==> config.mk <==
export PLATFORM = sky130hd
export DESIGN_NAME = mem_arbiter
export DESIGN_NICKNAME = d
export VERILOG_FILES = /design/src/rtl/mem_arbiter.sv
export SDC_FILE = /design/constraint.sdc
export NUM_CORES = 1
export LEC_CHECK = 0
export ABC_AREA = 1
export CORE_AREA = 10 10 105 107
export CTS_BUF_LIST = sky130_fd_sc_hd__clkbuf_8
export CTS_CLUSTER_SIZE = 20
export DETAILED_ROUTE_END_ITERATION = 10
export DIE_AREA = 0 0 115 117
export PLACE_DENSITY = 0.79
export SLEW_MARGIN = 20
export SYNTH_ARGS = -nofsm -noshare
export SYNTH_HDL_FRONTEND = slang
export SYNTH_SLANG_ARGS = --single-unit
==> constraint.sdc <==
create_clock -name clk_i -period 4.45 [get_ports clk_i]
set_clock_uncertainty 0.05 [all_clocks]
set_input_delay 1.335 -clock clk_i [delete_from_list [all_inputs] [get_ports clk_i]]
set_output_delay 1.335 -clock clk_i [all_outputs]
set_load 0.02 [all_outputs]
==> src/rtl/mem_arbiter.sv <==
// mem_arbiter: shares one memory port between pfu and lsu; optional MEM_ARBITER_ROUND_ROBIN_EN
module mem_arbiter #(
  parameter int C_BUS_SZX = 5,
  parameter int C_OUTSTANDING_X = 2,
  localparam int C_BUS_SZ = 2**C_BUS_SZX
) (
  input  logic                  clk_i,
  input  logic                  resetb_i,
  input  logic                  clk_en_i,
  input  logic                  ireqvalid_i,
  output logic                  ireqready_o,
  input  logic [1:0]            ireqhpl_i,
  input  logic [C_BUS_SZ-1:0]   ireqaddr_i,
  output logic                  irspvalid_o,
  input  logic                  irspready_i,
  output logic                  irsprerr_o,
  output logic [C_BUS_SZ-1:0]   irspdata_o,
  input  logic                  dreqvalid_i,
  output logic                  dreqready_o,
  input  logic [1:0]            dreqhpl_i,
  input  logic [C_BUS_SZ-1:0]   dreqaddr_i,
  input  logic                  dreqwe_i,
  input  logic [C_BUS_SZ/8-1:0] dreqbe_i,
  input  logic [C_BUS_SZ-1:0]   dreqdata_i,
  output logic                  drspvalid_o,
  input  logic                  drspready_i,
  output logic                  drsprerr_o,
  output logic [C_BUS_SZ-1:0]   drspdata_o,
  output logic                  mreqvalid_o,
  input  logic                  mreqready_i,
  output logic [1:0]            mreqhpl_o,
  output logic [C_BUS_SZ-1:0]   mreqaddr_o,
  output logic                  mreqwe_o,
  output logic [C_BUS_SZ/8-1:0] mreqbe_o,
  output logic [C_BUS_SZ-1:0]   mreqdata_o,
  input  logic                  mrspvalid_i,
  output logic                  mrspready_o,
  input  logic                  mrsprerr_i,
  input  logic [C_BUS_SZ-1:0]   mrspdata_i,
  output logic                  idle_o,
  output logic                  proterr_o
);
  localparam int DEPTH = 2**C_OUTSTANDING_X;
  typedef enum logic [1:0] {NONE, LOCK_I, LOCK_D} lock_t;
  lock_t lock_q, lock_d;
  logic gnt, pref, gvalid, accept, full, empty, owner, pop;
  logic [DEPTH-1:0] tag_q;
  logic [C_OUTSTANDING_X-1:0] wp_q, rp_q;
  logic [C_OUTSTANDING_X:0] level_q;
  logic proterr_q;
`ifdef MEM_ARBITER_ROUND_ROBIN_EN
  logic last_q;
  assign pref = (ireqvalid_i & dreqvalid_i) ? ~last_q : dreqvalid_i;
  // remember who won the last accepted request (1 = data)
  always_ff @(posedge clk_i or negedge resetb_i)
    if (!resetb_i) last_q <= 1'b0;
    else if (clk_en_i & accept) last_q <= gnt;
`else
  assign pref = dreqvalid_i;
`endif
  assign full  = level_q == (C_OUTSTANDING_X+1)'(DEPTH);
  assign empty = level_q == '0;
  // grant lock register
  always_ff @(posedge clk_i or negedge resetb_i)
    if (!resetb_i) lock_q <= NONE;
    else if (clk_en_i) lock_q <= lock_d;
  // grant selection, lock next state and request path
  always_comb begin
    lock_d = lock_q;
    gnt = lock_q == LOCK_I ? 1'b0 : lock_q == LOCK_D ? 1'b1 : pref;
    gvalid = gnt ? dreqvalid_i : ireqvalid_i;
    mreqvalid_o = gvalid & ~full;
    accept = mreqvalid_o & mreqready_i;
    if (accept) lock_d = NONE;
    else if (mreqvalid_o) lock_d = gnt ? LOCK_D : LOCK_I;
    ireqready_o = ~gnt & mreqready_i & ~full;
    dreqready_o = gnt & mreqready_i & ~full;
    mreqhpl_o = gnt ? dreqhpl_i : ireqhpl_i;
    mreqaddr_o = gnt ? dreqaddr_i : ireqaddr_i;
    mreqwe_o = gnt & dreqwe_i;
    mreqbe_o = gnt ? dreqbe_i : '1;
    mreqdata_o = gnt ? dreqdata_i : '0;
  end
  // response steering from the head tag; an empty FIFO swallows stray responses
  always_comb begin
    owner = tag_q[rp_q];
    mrspready_o = empty ? 1'b1 : owner ? drspready_i : irspready_i;
    irspvalid_o = mrspvalid_i & ~empty & ~owner;
    drspvalid_o = mrspvalid_i & ~empty & owner;
    pop = mrspvalid_i & mrspready_o & ~empty;
    irsprerr_o = mrsprerr_i;
    drsprerr_o = mrsprerr_i;
    irspdata_o = mrspdata_i;
    drspdata_o = mrspdata_i;
    idle_o = empty & ~ireqvalid_i & ~dreqvalid_i;
    proterr_o = proterr_q;
  end
  // in-order source tag FIFO and sticky protocol error
  always_ff @(posedge clk_i or negedge resetb_i)
    if (!resetb_i) begin
      tag_q <= '0;
      wp_q <= '0;
      rp_q <= '0;
      level_q <= '0;
      proterr_q <= 1'b0;
    end else if (clk_en_i) begin
      if (accept) tag_q[wp_q] <= gnt;
      if (accept) wp_q <= wp_q + 1'b1;
      if (pop) rp_q <= rp_q + 1'b1;
      level_q <= level_q + {{C_OUTSTANDING_X{1'b0}}, accept} - {{C_OUTSTANDING_X{1'b0}}, pop};
      if (mrspvalid_i & empty) proterr_q <= 1'b1;
    end
endmodule

Word level (Yosys, flattened, before mapping). Index checks and enable logic that the tools add are counted. W data, S select, Z words.

Register bits after elaboration: 14. Output and inout port bits: 145. Word-level logic and storage cells: 61.

Add/subtract/negate cells: 4. Order comparisons: 3. Eq/ne operators: 3. Mux-type cells: 17. Bitwise operators: 21. Reduce and logical (&&, ||, !) cells: 7.

Operators by type and width (number): $mux W32 (2); $and A1 B1 Y1 (15); $mux W2 (4); $reduce_and A2 Y1 (4); $mux W1 (7); $lt A2 B3 Y1 const B (2); $not A1 Y1 (6); $add A2 B1 Y2 const B (2); $bwmux W4 (1); $mux W4 (1); $add A3 B1 Y3 (1); $eq A3 B3 Y1 const B (1); $logic_not A3 Y1 (1); $sub A3 B1 Y3 (1); $bmux W1 S2 (1); $demux W1 S2 (1); $eq A2 B1 Y1 const B (1); $eq A2 B2 Y1 const B (1); $ge A2 B1 Y1 const B (1); $reduce_bool A2 Y1 (1); $logic_and A1 B1 Y1 (1).

Longest topological paths before layout.
Word-level depth: 8. Depth in mapped cells: 15. Depth with buffers taken out: 15.

Worst setup path before layout. Ideal clock, no wire load.

Path type: input -> output. From: input dreqvalid_i. To: output mreqdata_o[23]. Arrival time: 2.037 ns. Setup slack: 1.028 ns. Stages on the path: 5. Buffers on the path: 1. Cells stage by stage: o21ai_2 -> o21ai_2 -> inv_2 -> buf_2 -> nor2_1.

Longest elaborated chain between the ends: 3.

RTL lines: start, declared (line 18) `input logic dreqvalid_i,`; $mux W1 (2 in series) (line 70) `gnt = lock_q == LOCK_I ? 1'b0 : lock_q == LOCK_D ? 1'b1 : pref;`; $mux W32 (line 82) `mreqdata_o = gnt ? dreqdata_i : '0;`; end, declared (line 35) `output logic [C_BUS_SZ-1:0] mreqdata_o,`.

No other way between the ends.

Worst setup path after layout.
From: input dreqvalid_i. To: output mreqdata_o[31].

The elaborated chain is that of the path after synthesis.

==> out/qor.csv <==
metric,value,unit
fraction of the yosys area taken by sequential cells,0.1677,
status,"finished, final reports clean",
"Max FO, Critical Path",11,
die area,0.01346,mm²
via count,2494,
Setup Slack @ Placement,-36.68,ps
switch share,0.5271,
Hold Buf Count CTS,0,
net count reported at finish,646,
peak per-stage delay on the critical path,600,ps
dominant combinational cell family by area after synthesis,buffers and inverters,
share of the cycle needed by the critical path after routing,0.9811,
relative contribution of the clock network to total power,0.060,
growth of design area from synthesis to finish,82.34,%
number of placed instances with taps included,598,
setup repair after global routing missed its margin,false,
TritonCTS clock tree,yes,
total congestion overflow,0,
clock root cell,sky130_fd_sc_hd__clkbuf_8,
Max clock buf depth,2,
final count of pins violating max slew,0,
Worst Max-Slew Pin Slew,740.6,ps
vertical die dimension,117,µm
PwrDens,539.9,mW/mm²
sequential share of power,0.119,
highest-count cells in the layout ignoring fill and taps,"132 x sky130_fd_sc_hd__nand2_1, 122 x sky130_fd_sc_hd__clkdlybuf4s50_1, 53 x sky130_fd_sc_hd__inv_1",
fmax,0.2290,GHz
synthesized instance count,365,
Comb pwr share,0.821,
Post-Synthesis Mean Instance Area,5.725,µm²
"post-synthesis share of cell area spent on and, or, nand and nor gates",0.3653,
worst endpoint data arrival time,2980,ps
final non-filler cell total,602,
Yosys warnings,0,
number of buffers created by CTS,3,
path type of the worst min-delay path,reg2reg,
port bufs,192,
cell row count,35,
total standard cell area after synthesis,0.002090,mm²
clock sink count,14,
shortest period the worst path allows,4366,ps
Synth Area in Compound Gates,0.03772,
Starting Density,0.2316,
startpoint type of the worst setup path,primary input,
number of remaining DRC errors,0,
top layer used by detailed routing,met4,
met2 layer wire length in the routed design,4.778,mm
post-synthesis mux area share,0,
"delay-heaviest family, CP",buffers and inverters,
Fin. Hold Viols,0,
R2R setup slack,1920,ps
Antenna diodes,0,
"flops & latches, synth",14,
total length of routed wires,9.604,mm
Worst Slack Setup Final,84.00,ps
CP max-delay cell,sky130_fd_sc_hd__clkdlybuf4s50_1,
area of the core region,0.009021,mm²
P_int,972.7,µW
Yosys cell types,23,
P_sw,1.084,mW
Slew HR,0.5044,
number of primary I/O pins,292,
Final Wtd Congestion,0.8247,
kind of end point of the critical path,output pin,
syn nets,519,
worst-case vdd ir drop,0.3069,mV
gr usage total,0.1247,
Die W,115,µm
leakage power of the design,2.480,nW
most repeated library cell on the critical path,sky130_fd_sc_hd__clkdlybuf4s50_1,
total half-perimeter wirelength after legalization and detailed placement,8.430,mm
Adder-Cell Fraction of Synth Area,0.04551,
number of search-and-repair iterations in the first detailed-routing pass,4,
Post-Synth XOR/XNOR Area,0.01617,
startpoint-to-endpoint class of the critical path,in2out,
"leading cell type in the layout, fill and taps excluded",sky130_fd_sc_hd__nand2_1,
ratio of cells with drive above 1 in the final layout,0.05703,
count of endpoints failing setup in the final report,0,
number of buffer and inverter stages on the critical path,4,
later-pin clock latency in the skew report,240,ps
clk slew on worst S/H paths,60,ps
number of DRC markers after the initial detailed-route iteration,78,
global-route wire length before repair,13.68,mm
deepest level of the CTS H-tree,1,
DRT met1 WL,3.164,mm
required arrival time at the worst endpoint,3060,ps
maximum number of pins on one net before global-route repair,51,
Wirelength per Cell,15.95,µm
MaxCap Viol Count,0,
sequence of cells on the critical path,clkdlybuf4s50_1 -> o21ai_2 -> o21ai_4 -> inv_2 -> buf_4 -> nor2_1 -> clkdlybuf4s50_1,
routed vias/inst,4.143,
remaining antenna violation count after routing,0,
antenna violations before repair,0,
vias in the first global route,2680,
Met3 Routed Length,1.408,mm
==> area by class of cell <==
class	count	area [µm²]
fillers	903	5211
repair buffers	201	2077
multi-input cells	216	978.4
flip-flops and latches	14	350.3
inverters	56	210.2
well taps	111	138.9
clock buffers	4	55.05
==> per-layer routing <==
layer | GRT usage | vias up
met4 | 0.03630 | 0
li1 | - | 1245
met2 | 0.2170 | 147
met5 | 0 | -
met3 | 0.08410 | 25
met1 | 0.1166 | 1077
==> kinds of logic after synthesis <==
group                    Yosys count
adder cells (fa/ha/maj)            7
XOR/XNOR                           3
flip-flops                        14
AND/OR/NAND/NOR                  194
buffers and inverters            135
AO/OA/AOI/OAI                     12
==> synthesized netlist by cell type <==
cell | n | share of area
sky130_fd_sc_hd__a21oi_1 | 2 | 0.0048
sky130_fd_sc_hd__a31o_2 | 1 | 0.0042
sky130_fd_sc_hd__buf_2 | 8 | 0.019
sky130_fd_sc_hd__buf_4 | 67 | 0.24
sky130_fd_sc_hd__clkbuf_1 | 4 | 0.0072
sky130_fd_sc_hd__dfrtp_1 | 14 | 0.17
sky130_fd_sc_hd__fa_1 | 1 | 0.0096
sky130_fd_sc_hd__ha_1 | 6 | 0.036
sky130_fd_sc_hd__inv_1 | 53 | 0.095
sky130_fd_sc_hd__inv_2 | 3 | 0.0054
sky130_fd_sc_hd__nand2_1 | 132 | 0.24
sky130_fd_sc_hd__nand2_2 | 1 | 0.0030
sky130_fd_sc_hd__nand3_1 | 8 | 0.019
sky130_fd_sc_hd__nand3b_1 | 1 | 0.0036
sky130_fd_sc_hd__nand4_1 | 2 | 0.0060
sky130_fd_sc_hd__nor2_1 | 43 | 0.077
sky130_fd_sc_hd__nor3_1 | 3 | 0.0072
sky130_fd_sc_hd__o21ai_0 | 5 | 0.012
sky130_fd_sc_hd__o21ai_2 | 4 | 0.017
sky130_fd_sc_hd__or2_1 | 2 | 0.0060
sky130_fd_sc_hd__or2_2 | 2 | 0.0060
sky130_fd_sc_hd__xor2_1 | 2 | 0.0084
sky130_fd_sc_hd__xor2_2 | 1 | 0.0078
==> worst paths after layout <==
path                                       start                endpoint  cells past startpoint
max                                  dreqvalid_i          mreqdata_o[31]                      7
min                        proterr_o$_DFFE_PN0P_   proterr_o$_DFFE_PN0P_                      1
max reg2reg                  rp_q[0]$_DFFE_PN0P_  level_q[2]$_DFFE_PN0P_                     15
min reg2reg                proterr_o$_DFFE_PN0P_   proterr_o$_DFFE_PN0P_                      1
max in group asynchronous               resetb_i  level_q[1]$_DFFE_PN0P_                      1
min in group asynchronous               resetb_i    tag_q[0]$_DFFE_PN0P_                      1
==> power groups by stage <==
stage	Clock [mW]	Combinational (mW)	Sequential (mW)
final	0.123	1.69	0.244
after global routing	0.134	1.85	0.255
after CTS	0.126	1.74	0.244
after detailed placement	0	1.82	0.244
after global placement	0	1.78	0.240
after floorplan	0	1.01	0.235
==> per-stage QoR <==
stage	cell area, µm²	TNS [ps]	utilization	hold slack, ps	total power [mW]
final	3810	0	0.4223	419.1	2.057
after global routing	3810	0	0.4223	453.1	2.235
after CTS	3707	0	0.4110	427.5	2.113
after detailed placement	3685	-461.0	0.4085	414.7	2.062
after global placement	3685	-362.6	0.4085	405.8	2.024
after floorplan	2090	0	-	391.2	1.248
==> repair_timing <==
item,4_1_cts,5_1_grt
buffers inserted,0,0
setup endpoints to repair,26,41
gates resized for setup,26,41
==> flip-flops by register name (all words and copies together) (netlist names) <==
name	cells
wp_q	2
lock_q	2
level_q	3
proterr_o	1
rp_q	2
tag_q	4
No activity file was read; power rests on OpenSTA's default activity.
